`config.mk`:
```
export PLATFORM = sky130hd
export DESIGN_NAME = request_arbiter_flat
export DESIGN_NICKNAME = d
export VERILOG_FILES = /design/src/rtl/request_arbiter_if.sv /design/src/rtl/request_arbiter.sv /design/src/flat_wrapper.sv
export SDC_FILE = /design/constraint.sdc
export NUM_CORES = 1
export LEC_CHECK = 0
export CAP_MARGIN = 5
export CORE_MARGIN = 4
export CORE_UTILIZATION = 35
export DETAILED_ROUTE_END_ITERATION = 16
export GPL_ROUTABILITY_DRIVEN = 0
export GPL_TIMING_DRIVEN = 0
export PLACE_DENSITY = 0.76
export SLEW_MARGIN = 40
export SYNTH_ARGS = -nofsm -noshare
export SYNTH_HDL_FRONTEND = slang
export SYNTH_SLANG_ARGS = --single-unit
export TNS_END_PERCENT = 1
```
`constraint.sdc`:
```
create_clock -name clk -period 3 [get_ports clk]
set_input_delay 0.3 -clock clk [delete_from_list [all_inputs] [get_ports clk]]
set_output_delay 0.3 -clock clk [all_outputs]
set_load 0.005 [all_outputs]
```
`src/rtl/request_arbiter_if.sv`:
```
// Handshake bundle between request_arbiter (master) and the requesters/encoder side (slave).
interface request_arbiter_if #(
  parameter int unsigned N = 16
);
  logic [N-1:0] req;
  logic [N-1:0] grant;
  logic         grant_valid;
  logic         grant_ready;
  logic [7:0]   grant_cnt;

  modport master (
    input  req,
    input  grant_ready,
    output grant,
    output grant_valid,
    output grant_cnt
  );

  modport slave (
    output req,
    output grant_ready,
    input  grant,
    input  grant_valid,
    input  grant_cnt
  );
endinterface

```
`src/rtl/request_arbiter.sv`:
```
// One-hot request arbiter with a two-state IDLE/OFFER handshake and a wrapping handshake counter.
// Define REQUEST_ARBITER_ROUND_ROBIN_EN for rotating priority; default build is fixed lowest-index priority.
module request_arbiter #(
  parameter int unsigned N = 16
) (
  input  logic              clk,
  input  logic              rst_n,
  request_arbiter_if.master bus
);

  localparam int unsigned IDX_W = $clog2(N);

  typedef enum logic [0:0] {
    IDLE  = 1'b0,
    OFFER = 1'b1
  } state_t;

  state_t           state;
  logic [N-1:0]     grant_q;
  logic             valid_q;
  logic [7:0]       cnt_q;
  logic [IDX_W-1:0] ptr;

  logic             win_found;
  logic [IDX_W-1:0] win_idx;
  logic [N-1:0]     win_onehot;

  // Scan upward from ptr; index arithmetic wraps naturally because N is a power of two.
  always_comb begin
    logic [IDX_W-1:0] cand;
    cand      = '0;
    win_found = 1'b0;
    win_idx   = '0;
    for (int unsigned k = 0; k < N; k++) begin
      cand = ptr + IDX_W'(k);
      if (!win_found && bus.req[cand]) begin
        win_found = 1'b1;
        win_idx   = cand;
      end
    end
  end

  always_comb begin
    win_onehot          = '0;
    win_onehot[win_idx] = win_found;
  end

`ifdef REQUEST_ARBITER_ROUND_ROBIN_EN
  logic [IDX_W-1:0] win_q;
  logic [IDX_W-1:0] ptr_q;

  assign ptr = ptr_q;

  always_ff @(posedge clk) begin
    if (!rst_n) begin
      state   <= IDLE;
      grant_q <= '0;
      valid_q <= 1'b0;
      cnt_q   <= '0;
      win_q   <= '0;
      ptr_q   <= '0;
    end else begin
      case (state)
        IDLE: begin
          if (win_found) begin
            grant_q <= win_onehot;
            valid_q <= 1'b1;
            win_q   <= win_idx;
            state   <= OFFER;
          end
        end
        OFFER: begin
          if (bus.grant_ready) begin
            grant_q <= '0;
            valid_q <= 1'b0;
            cnt_q   <= cnt_q + 8'd1;
            ptr_q   <= win_q + IDX_W'(1);
            state   <= IDLE;
          end
        end
        default: begin
          state   <= IDLE;
          grant_q <= '0;
          valid_q <= 1'b0;
        end
      endcase
    end
  end
`else
  assign ptr = '0;

  always_ff @(posedge clk) begin
    if (!rst_n) begin
      state   <= IDLE;
      grant_q <= '0;
      valid_q <= 1'b0;
      cnt_q   <= '0;
    end else begin
      case (state)
        IDLE: begin
          if (win_found) begin
            grant_q <= win_onehot;
            valid_q <= 1'b1;
            state   <= OFFER;
          end
        end
        OFFER: begin
          if (bus.grant_ready) begin
            grant_q <= '0;
            valid_q <= 1'b0;
            cnt_q   <= cnt_q + 8'd1;
            state   <= IDLE;
          end
        end
        default: begin
          state   <= IDLE;
          grant_q <= '0;
          valid_q <= 1'b0;
        end
      endcase
    end
  end
`endif

  assign bus.grant       = grant_q;
  assign bus.grant_valid = valid_q;
  assign bus.grant_cnt   = cnt_q;

endmodule

```
`src/flat_wrapper.sv`:
```
// flat-port wrapper written by rule: the top's interface ports become plain ports
module request_arbiter_flat 
#(
  parameter int unsigned N = 16
)
  (clk, rst_n, bus_req, bus_grant_ready, bus_grant, bus_grant_valid, bus_grant_cnt);
  request_arbiter_if #(.N(N)) bus_i ();
  input  logic clk;
  input  logic rst_n;
  input wire logic [$bits(bus_i.req)-1:0] bus_req;
  input wire logic [$bits(bus_i.grant_ready)-1:0] bus_grant_ready;
  output wire logic [$bits(bus_i.grant)-1:0] bus_grant;
  output wire logic [$bits(bus_i.grant_valid)-1:0] bus_grant_valid;
  output wire logic [$bits(bus_i.grant_cnt)-1:0] bus_grant_cnt;
  assign bus_i.req = bus_req;
  assign bus_i.grant_ready = bus_grant_ready;
  assign bus_grant = bus_i.grant;
  assign bus_grant_valid = bus_i.grant_valid;
  assign bus_grant_cnt = bus_i.grant_cnt;
  request_arbiter #(.N(N)) u_core (.clk(clk), .rst_n(rst_n), .bus(bus_i));
endmodule
```
==> results of run 1 <==
-- power by group through the flow --
stage / clock [W] / sequential (W) / combinational [W]
6_report: 0.000177 / 0.000356 / 0.0000937
5_1_grt: 0.000194 / 0.000357 / 0.000103
4_1_cts: 0.000182 / 0.000356 / 0.0000946
3_5_place_dp: 0 / 0.000364 / 0.0000940
3_3_place_gp: 0 / 0.000363 / 0.0000901
2_1_floorplan: 0 / 0.000363 / 0.0000394
-- layout make-up --
class,instances,area (sq um),share of cell area [%]
multi-input combinational,90,649,37.2
sequential,26,520,29.8
timing repair buffer,43,430,24.6
tap,46,57.6,3.29
clock buffer,4,36.3,2.08
buffer,4,31.3,1.79
inverter,6,22.5,1.29
-- sequential cells by signal, indices dropped and copies added (netlist names) --
register and flops:
u_core.bus.grant_cnt 8, u_core.bus.grant 16, u_core.state 1, u_core.bus.grant_valid 1
-- metrics by stage --
step | instance area [sq um] | instances
CTS | 1750 | 219
global placement | 1710 | 215
global route | 1750 | 219
floorplan | 1220 | 126
detailed placement | 1710 | 215
finish | 1750 | 219
-- worst max-delay path by stage --
stage	to	slack, ns	cells past startpoint
6_report	u_core.bus.grant[4]	1.13	5
4_1_cts	u_core.bus.grant[6]	1.13	7
3_3_place_gp	u_core.bus.grant[6]	0.86	7
3_5_place_dp	u_core.bus.grant[4]	0.77	5
5_1_grt	u_core.bus.grant[6]	0.99	7
2_1_floorplan	u_core.bus.grant[4]	1.50	6
-- critical path: cells and delay by family --
family                 cells  cell delay (ns)
AND/OR/NAND/NOR            2             0.69
AO/OA/AOI/OAI              2             0.62
buffers and inverters      1             0.49
-- Yosys cell counts (2+ instances only) --
master     count
nor2_1        11
nand4_1        3
nor4_1         2
nor2b_1        3
a21oi_1        2
xnor2_1        6
o2bb2ai_1      8
buf_6          2
inv_1          6
nand3_1        5
o31ai_1        2
a32o_1         9
dfxtp_1       26
nor4_4         2
nor3b_1        2
a21boi_0       2
nand2_1       11
and2_1         6
-- cells by family (layout without fill, tap and decap cells) --
family,after synthesis,count (layout),share of synthesized area [%]
xor+xnor,6,6,4.29
flops,26,26,42.5
simple gates,53,53,26.4
buf+inv,10,57,4.40
compound gates,30,30,21.4
fa+ha+maj,1,1,1.02
-- per-layer routing --
layer	vias up	global-route usage (%)	routed length, microns
met2	33	25.8	1460
met1	519	18.6	1400
met3	5	4.16	206
met4	0	4.56	36
li1	562	-	-
met5	-	0	0
==> summary.md, run 1 <==
| Metric | Value |
|---|---|
| Via count | `1119` |
| Port Buffer Count | `43` |
| Main flop type after synthesis | `dfxtp_1` |
| Final ANT Viol Nets | `0` |
| CTS tree | `built` |
| Core ar. | `3360 sq um` |
| Min Tclk post-route | `1.87 ns` |
| Layout Skew | `0.00467 ns` |
| Clk_lat worst skew | `0.32 ns` |
| Synthesized flop and latch total | `26` |
| CTS Hold Bufs | `0` |
| R2R Setup Slk | `1.39 ns` |
| Max-slew violation count | `0` |
| Critical path startpoint | `bus_req[0]` |
| Gr ovfl total | `0` |
| Wire per inst | `14.2 microns` |
| Synth top area cells | `dfxtp_1 (43%), a32o_1 (7.4%), o2bb2ai_1 (5.7%), xnor2_1 (4.3%), nor4_4 (3.5%)` |
| TNS Setup | `0 ns` |
| P&R area growth vs syn | `42.8%` |
| Post-synthesis sequential area ratio | `42.5%` |
| Drt pass-1 iters | `4` |
| CP endpoint kind | `flip-flop` |
| Cells after Synth | `126` |
| Worst Hold Launch | `u_core.bus.grant[13]` |
| Status | `completed` |
| DRC Markers | `0` |
| Crit path launch type | `input pin` |
| Clock-pin slew on the worst setup and hold paths | `0.14 ns` |
| Total CTS buffers | `3` |
| Overall routing resource usage | `15.2%` |
| Clock power frac | `28.2%` |
| # Post-CTS Setup Buffers | `0` |
| Area leader, netlist | `dfxtp_1` |
| Crit-path cells | `clkdlybuf4s50_1, nor4_4, and2_1, a32oi_1, a32o_1` |
| Fin nets | `194` |
| Final Hold Fails | `0` |
| Reg2reg path depth | `5` |
| Top cell type's share of synthesized area | `42.5%` |
| Ports | `44` |
| Final period util | `62.4%` |
| Synth Net Count | `146` |
| RSZ-0062 raised after global routing | `no` |
| Worst-Margin Slew | `0.728 ns` |
| Netlist Area Pre-Place | `1220 sq um` |
| N_diodes | `0` |
| Number of gates resized after CTS | `0` |
| DP Wirelength | `2440 microns` |
| Commonest non-fill, non-tap cell in the layout | `clkdlybuf4s50_1` |
| Worst r2r src | `u_core.state` |
| Yosys warning count | `0` |
| Pwr/cell area | `358 nW/um^2` |
| Post-synth ARST share | `0%` |
| Share of total power in combinational logic | `15.0%` |
| Worst slew margin | `51.5%` |
| Synth cell types | `36` |
| Hold_ws | `0.483 ns` |
| Leak | `0.573 nW` |
| Std cell rows | `21` |
| Reg-to-Reg End | `u_core.bus.grant_cnt[7]` |
| Die area | `4510 sq um` |
| Final Util | `52.0%` |
| Most frequent cells in the layout | `clkdlybuf4s50_1 (43), dfxtp_1 (26), nor2_1 (11), nand2_1 (11), a32o_1 (9)` |
| Die Ht | `67.1 microns` |
| Mean area per synthesized cell | `9.71 sq um` |
| Setup violators final | `0` |
| Iter 0 DRT Violations | `55` |
| Crit path largest cell delay | `0.49 ns` |
| Starting Density | `36.4%` |
| Crit path arrival time | `2.10 ns` |
| Clock tree root buffer cell | `clkbuf_4` |
| # fillers | `347` |
| Internal power | `0.000474 W` |
| Layout cells sized above 1 | `9.25%` |
| Worst min-delay path category | `flip-flop to flip-flop` |
| Hold Crit Depth | `1` |
| DP Worst Slack | `0.771 ns` |
| Die X-Extent | `67.1 microns` |
| H-tree levels | `1` |
| Sw Share | `24.2%` |
| Post-synth EDFFs | `0` |
| Pin count of the biggest net entering global routing | `15` |
| Flop pwr share | `56.8%` |
| Vias per std cell | `5.11` |
| Psw | `0.000152 W` |
| Critical Path RT | `3.23 ns` |
| Critical path type | `input pin to flip-flop` |
| Max Clock Freq | `534 MHz` |
| CTS max path bufs | `2` |
| PnR worst setup slack | `1.13 ns` |
| Antenna violations before repair | `0` |
| Number of clock sinks | `26` |
| VDD IR-drop max | `222 uV` |
| Pwr Total | `0.000626 W` |
| Critical path's slowest cell | `clkdlybuf4s50_1` |
| Vias in the first global route | `1182` |
| Global-route wire length before repair | `5280 microns` |
| Worst Hold Endpoint | `u_core.bus.grant[13]` |
| Maximum fanout along the worst path | `8` |
| Final WL | `3100 microns` |
| Max Cap Viol | `0` |
Power figures use the tool's default switching activity.
==> run 2: changes to the inputs <==
Clock period 3 ns to 1.9 ns, I/O delays scaled along.
==> run 2 against run 1 <==
  * Clock power is 58% higher
  * Final cell count did not move
  * Worst hold slack is the same
  * Critical endpoint unchanged
==> summary.md, run 2 (synthesis gave the netlist of run 1 again) <==
| Metric | Value |
|---|---|
| Die X-Extent | `67.1 microns (unchanged)` |
| Layout cells sized above 1 | `9.25% (unchanged)` |
| Worst-Margin Slew | `0.728 ns (unchanged)` |
| CTS tree | `built (unchanged)` |
| Number of clock sinks | `26 (unchanged)` |
| Vias per std cell | `5.11 (about the same)` |
| Critical path type | `input pin to flip-flop (unchanged)` |
| Worst slew margin | `51.5% (unchanged)` |
| Status | `completed (unchanged)` |
| Antenna violations before repair | `0 (unchanged)` |
| Overall routing resource usage | `15.2% (unchanged)` |
| Crit path arrival time | `1.99 ns (was 2.10 ns)` |
| Crit path launch type | `input pin (unchanged)` |
| Layout Skew | `0.00467 ns (unchanged)` |
| Wire per inst | `14.2 microns (about the same)` |
| Worst Hold Endpoint | `u_core.bus.grant[13] (unchanged)` |
| Final Hold Fails | `0 (unchanged)` |
| Worst min-delay path category | `flip-flop to flip-flop (unchanged)` |
| Gr ovfl total | `0 (unchanged)` |
| CTS Hold Bufs | `0 (unchanged)` |
| R2R Setup Slk | `0.29 ns (was 1.39 ns)` |
| Setup violators final | `0 (unchanged)` |
| Pwr Total | `0.000989 W (was 0.000626 W)` |
| Total CTS buffers | `3 (unchanged)` |
| Final ANT Viol Nets | `0 (unchanged)` |
| Hold_ws | `0.483 ns (unchanged)` |
| Non-Filler Instances | `219 (unchanged)` |
| RSZ-0062 raised after global routing | `no (unchanged)` |
| Max Clock Freq | `567 MHz` |
| Number of gates resized after CTS | `0 (unchanged)` |
| P&R area growth vs syn | `42.8% (unchanged)` |
| Die area | `4510 sq um (unchanged)` |
| Gr busiest metal | `met2 (unchanged)` |
| Final period util | `92.8%` |
| DRC Markers | `0 (unchanged)` |
| Critical Path RT | `2.13 ns (was 3.23 ns)` |
| Clock-pin slew on the worst setup and hold paths | `0.14 ns (about the same)` |
| Die Ht | `67.1 microns (unchanged)` |
| Port Buffer Count | `43 (unchanged)` |
| Clk_lat worst skew | `0.32 ns (about the same)` |
| Most frequent cells in the layout | `clkdlybuf4s50_1 (43), dfxtp_1 (26), nor2_1 (11), nand2_1 (11), a32o_1 (9) (unchanged)` |
| Met2 Use GR | `25.8% (unchanged)` |
| Min Tclk post-route | `1.76 ns` |
| Fin nets | `194 (unchanged)` |
| Pwr/cell area | `566 nW/um^2 (was 358 nW/um^2)` |
| CP endpoint kind | `flip-flop (unchanged)` |
| Critical path startpoint | `bus_req[0] (unchanged)` |
| Core ar. | `3360 sq um (unchanged)` |
| Ports | `44 (unchanged)` |
| # fillers | `347 (unchanged)` |
| Reg2reg path depth | `5 (unchanged)` |
| Leak | `0.573 nW (unchanged)` |
| Std cell rows | `21 (unchanged)` |
| Worst Hold Launch | `u_core.bus.grant[13] (unchanged)` |
| CTS max path bufs | `2 (unchanged)` |
| Maximum fanout along the worst path | `8 (unchanged)` |
| Number of placed instances, taps included | `215 (unchanged)` |
| Hold Crit Depth | `1 (unchanged)` |
| Worst r2r src | `u_core.state (unchanged)` |
| Reg-to-Reg End | `u_core.bus.grant_cnt[7] (unchanged)` |
| Vias in the first global route | `1182 (unchanged)` |
| Global-route wire length before repair | `5280 microns (unchanged)` |
| Met3 Usage GRT | `4.16% (unchanged)` |
| N_diodes | `0 (unchanged)` |
| Clock tree root buffer cell | `clkbuf_4 (unchanged)` |
| Drt pass-1 iters | `4 (unchanged)` |
| Final Util | `52.0% (unchanged)` |
| Footprint of the multi-input gates | `649 sq um (unchanged)` |
| Commonest non-fill, non-tap cell in the layout | `clkdlybuf4s50_1 (unchanged)` |
| DP Wirelength | `2440 microns (unchanged)` |
| VDD IR-drop max | `351 uV (was 222 uV)` |
| Max Cap Viol | `0 (unchanged)` |
| Max FFs per register | `16 (unchanged)` |
| Max-slew violation count | `0 (unchanged)` |
| H-tree levels | `1 (unchanged)` |
| Met1 usage | `18.6% (unchanged)` |
| Pin count of the biggest net entering global routing | `15 (unchanged)` |
| Final WL | `3100 microns (about the same)` |
| # Post-CTS Setup Buffers | `0 (unchanged)` |
| Iter 0 DRT Violations | `56 (was 55)` |
| Starting Density | `36.4% (unchanged)` |
| Via count | `1120 (was 1119)` |
| Reg area | `520 sq um (unchanged)` |
-- run 2: cell counts in the layout (fill, tap and decap cells not counted) --
No cell type changed its count.
-- run 2: worst max-delay path, stage by stage --
cell and delay, ns:
clkdlybuf4s50_1 0.49, nor4_4 0.48, and2_1 0.21, a32oi_1 0.27
a32o_1 0.35
-- run 2: power by group --
group	leakage [nW]	switching (W)	internal, W
sequential	0.211	0.00000684	0.000555
combinational	0.341	0.0000714	0.0000767
clock	0.0210	0.000162	0.000117
total	0.573	0.000240	0.000749
-- run 2: layout make-up --
class / instances / share of cell area [%]
Tap cell: 46 / 3.29
Buffer: 4 / 1.79
Sequential cell: 26 / 29.8
Clock buffer: 4 / 2.08
Timing Repair Buffer: 43 / 24.6
Inverter: 6 / 1.29
Multi-Input combinational cell: 90 / 37.2
-- run 2: per-layer routing --
| layer | wire length (microns) | vias up | share of wire (%) |
|---|---|---|---|
| li1 | - | 562 | - |
| met1 | 1400 | 520 | 45 |
| met2 | 1460 | 33 | 47 |
| met3 | 206 | 5 | 6.6 |
| met4 | 36 | 0 | 1.2 |
| met5 | 0 | - | 0 |
-- run 2: per-stage QoR --
stage                     setup TNS, ns  setup slack (ns)  area [sq um]
after floorplan                       0             0.412          1220
after global placement            -1.34            -0.134          1710
after detailed placement          -2.71            -0.219          1710
after CTS                             0             0.137          1750
after global routing                  0            0.0152          1750
final                                 0             0.137          1750
-- run 2: worst max path at each step --
stage	endpoint	slack (ns)	cells past startpoint
final	u_core.bus.grant[4]	0.14	5
after global routing	u_core.bus.grant[6]	0.02	7
after CTS	u_core.bus.grant[6]	0.14	7
after detailed placement	u_core.bus.grant[4]	-0.22	5
after global placement	u_core.bus.grant[6]	-0.13	7
after floorplan	u_core.bus.grant_cnt[7]	0.41	5
==> run 3: changes to the inputs <==
Settings changed: REMOVE_ABC_BUFFERS set to 1.
==> run 3 against run 2 <==
  * Combinational power decreased by 7%
  * Setup slack improved by 0.042 ns
  * Sequential cell count unchanged
  * Routed wire length decreased by 5.4%
  * Critical path depth unchanged
  * Final cell count decreased by 1.8%
  * Highest routed layer unchanged
==> summary.md, run 3 (synthesis gave the netlist of run 1 again) <==
| Metric | Value |
|---|---|
| Fin nets | `190 (was 194)` |
| Critical Path RT | `2.14 ns (was 2.13 ns)` |
| Final period util | `90.6% (was 92.8%)` |
| Global-route wire length before repair | `4990 microns (was 5280 microns)` |
| Status | `completed (unchanged)` |
| Critical path type | `input pin to flip-flop (unchanged)` |
| Share of total power in combinational logic | `12.6% (was 15.0%)` |
| Worst min-delay path category | `flip-flop to flip-flop (unchanged)` |
| Clock power frac | `35.7% (was 28.2%)` |
| Flop pwr share | `51.8% (was 56.8%)` |
| Max Cap Viol | `0 (unchanged)` |
| Die Ht | `67.1 microns (unchanged)` |
| Internal power | `0.000840 W (was 0.000749 W)` |
| Crit path arrival time | `1.96 ns (was 1.99 ns)` |
| Pin count of the biggest net entering global routing | `17 (was 15)` |
| Reg2reg path depth | `4 (was 5)` |
| R2R Setup Slk | `0.25 ns (was 0.29 ns)` |
| Max Clock Freq | `581 MHz (was 567 MHz)` |
| Iter 0 DRT Violations | `34 (was 56)` |
| Reg-to-Reg End | `u_core.bus.grant_cnt[7] (unchanged)` |
| DP Wirelength | `2290 microns (was 2440 microns)` |
| CP endpoint kind | `flip-flop (unchanged)` |
| Wire per inst | `13.7 microns (was 14.2 microns)` |
| Commonest non-fill, non-tap cell in the layout | `clkdlybuf4s50_1 (unchanged)` |
| Most frequent cells in the layout | `clkdlybuf4s50_1 (43), dfxtp_1 (26), nor2_1 (11), nand2_1 (11), a32o_1 (9) (unchanged)` |
| H-tree levels | `1 (unchanged)` |
| Std cell rows | `21 (unchanged)` |
| Gr ovfl total | `0 (unchanged)` |
| Psw | `0.000250 W (was 0.000240 W)` |
| # Post-CTS Setup Buffers | `0 (unchanged)` |
| VDD IR-drop max | `502 uV (was 351 uV)` |
| Port Buffer Count | `43 (unchanged)` |
| Core ar. | `3360 sq um (unchanged)` |
| Clk_lat worst skew | `0.33 ns (was 0.32 ns)` |
| Worst r2r src | `u_core.state (unchanged)` |
| N_diodes | `0 (unchanged)` |
| Layout cells sized above 1 | `7.69% (was 9.25%)` |
| Total CTS buffers | `3 (unchanged)` |
| Number of clock sinks | `26 (unchanged)` |
| Sw Share | `22.9% (was 24.2%)` |
| P&R area growth vs syn | `41.6% (was 42.8%)` |
| Drt pass-1 iters | `4 (unchanged)` |
| Final Hold Fails | `0 (unchanged)` |
| Starting Density | `36.4% (unchanged)` |
| Number of gates resized after CTS | `0 (unchanged)` |
| Overall routing resource usage | `14.0% (was 15.2%)` |
| Via count | `1108 (was 1120)` |
| Worst Hold Launch | `u_core.bus.grant[3] (was u_core.bus.grant[13])` |
| Setup violators final | `0 (unchanged)` |
| Worst slew margin | `52.4% (was 51.5%)` |
| Final Util | `51.5% (was 52.0%)` |
| CTS Hold Bufs | `0 (unchanged)` |
| Layout Skew | `0.00392 ns (was 0.00467 ns)` |
| Worst-Margin Slew | `0.714 ns (was 0.728 ns)` |
| Die area | `4510 sq um (unchanged)` |
| Hold Crit Depth | `1 (unchanged)` |
| Worst Hold Endpoint | `u_core.bus.grant[3] (was u_core.bus.grant[13])` |
| Maximum fanout along the worst path | `8 (unchanged)` |
| # fillers | `336 (was 347)` |
| Final WL | `2940 microns (was 3100 microns)` |
| Pwr/cell area | `629 nW/um^2 (was 566 nW/um^2)` |
| Max-slew violation count | `0 (unchanged)` |
| Max FFs per register | `16 (unchanged)` |
| Clock-pin slew on the worst setup and hold paths | `0.15 ns (was 0.14 ns)` |
| Vias per std cell | `5.15 (was 5.11)` |
| Clock tree root buffer cell | `clkbuf_4 (unchanged)` |
| DRC Markers | `0 (unchanged)` |
| Crit path launch type | `input pin (unchanged)` |
| RSZ-0062 raised after global routing | `no (unchanged)` |
| Vias in the first global route | `1150 (was 1182)` |
| Ports | `44 (unchanged)` |
| Antenna violations before repair | `0 (unchanged)` |
| Min Tclk post-route | `1.72 ns (was 1.76 ns)` |
| Die X-Extent | `67.1 microns (unchanged)` |
| CTS tree | `built (unchanged)` |
| Final ANT Viol Nets | `0 (unchanged)` |
| TNS Setup | `0 ns (unchanged)` |
| CTS max path bufs | `2 (unchanged)` |
| Leak | `0.562 nW (was 0.573 nW)` |
[run 3: cell types whose count changed in the layout (fill, tap and decap cells not counted)]
cell and delta:
clkbuf_1 -1, buf_6 -2, bufinv_16 +1, clkbuf_8 -1
clkbuf_2 -1
[run 3: area by class of cell]
| type | count | area [sq um] | area share (%) |
|---|---|---|---|
| clock buffer | 3 | 22.5 | 1.30 |
| clock inverter | 1 | 30.0 | 1.73 |
| inverter | 6 | 22.5 | 1.30 |
| multi-input combinational | 90 | 649 | 37.5 |
| sequential | 26 | 520 | 30.0 |
| tap | 46 | 57.6 | 3.32 |
| timing repair buffer | 43 | 430 | 24.8 |
[run 3: stage by stage]
step | power, W | instance area, sq um | std cells | hold WS, ns | setup slack, ns
2_1_floorplan | 0.000628 | 1190 | 122 | 0.304 | 0.417
3_3_place_gp | 0.000708 | 1680 | 211 | 0.448 | -0.119
3_5_place_dp | 0.000713 | 1680 | 211 | 0.445 | -0.208
4_1_cts | 0.00109 | 1730 | 215 | 0.481 | 0.159
5_1_grt | 0.00113 | 1730 | 215 | 0.497 | 0.000782
6_report | 0.00109 | 1730 | 215 | 0.477 | 0.178
[run 3: metal layers]
layer  track usage [%]  up-vias  share of wire [%]
met5                 0        -                  0
met4              3.29        0                1.6
met3              5.49        6                6.3
met2              24.2       32                 50
met1              16.3      519                 42
li1                  -      551                  -
[run 3: worst max path at each step]
stage,startpoint,endpoint,slack [ns],depth (start not counted)
after floorplan,u_core.state,u_core.bus.grant_cnt[7],0.42,4
after global placement,bus_req[1],u_core.bus.grant[4],-0.12,5
after detailed placement,bus_req[1],u_core.bus.grant[4],-0.21,5
after CTS,bus_req[1],u_core.bus.grant[4],0.16,5
after global routing,bus_req[4],u_core.bus.grant[4],0.0008,6
final,bus_req[1],u_core.bus.grant[4],0.18,5
[run 3: worst max-delay path, stage by stage]
cell and delay, ns:
clkdlybuf4s50_1 0.50, nor4_4 0.43, and2_1 0.21, a32oi_1 0.27, a32o_1 0.37
[run 3: power groups by stage]
| stage | clock network (W) | logic [W] | registers (W) |
|---|---|---|---|
| CTS | 0.000389 | 0.000137 | 0.000564 |
| finish | 0.000389 | 0.000137 | 0.000565 |
| floorplan | 0 | 0.0000520 | 0.000576 |
| global placement | 0 | 0.000133 | 0.000576 |
| global route | 0.000411 | 0.000149 | 0.000566 |
| detailed placement | 0 | 0.000137 | 0.000576 |
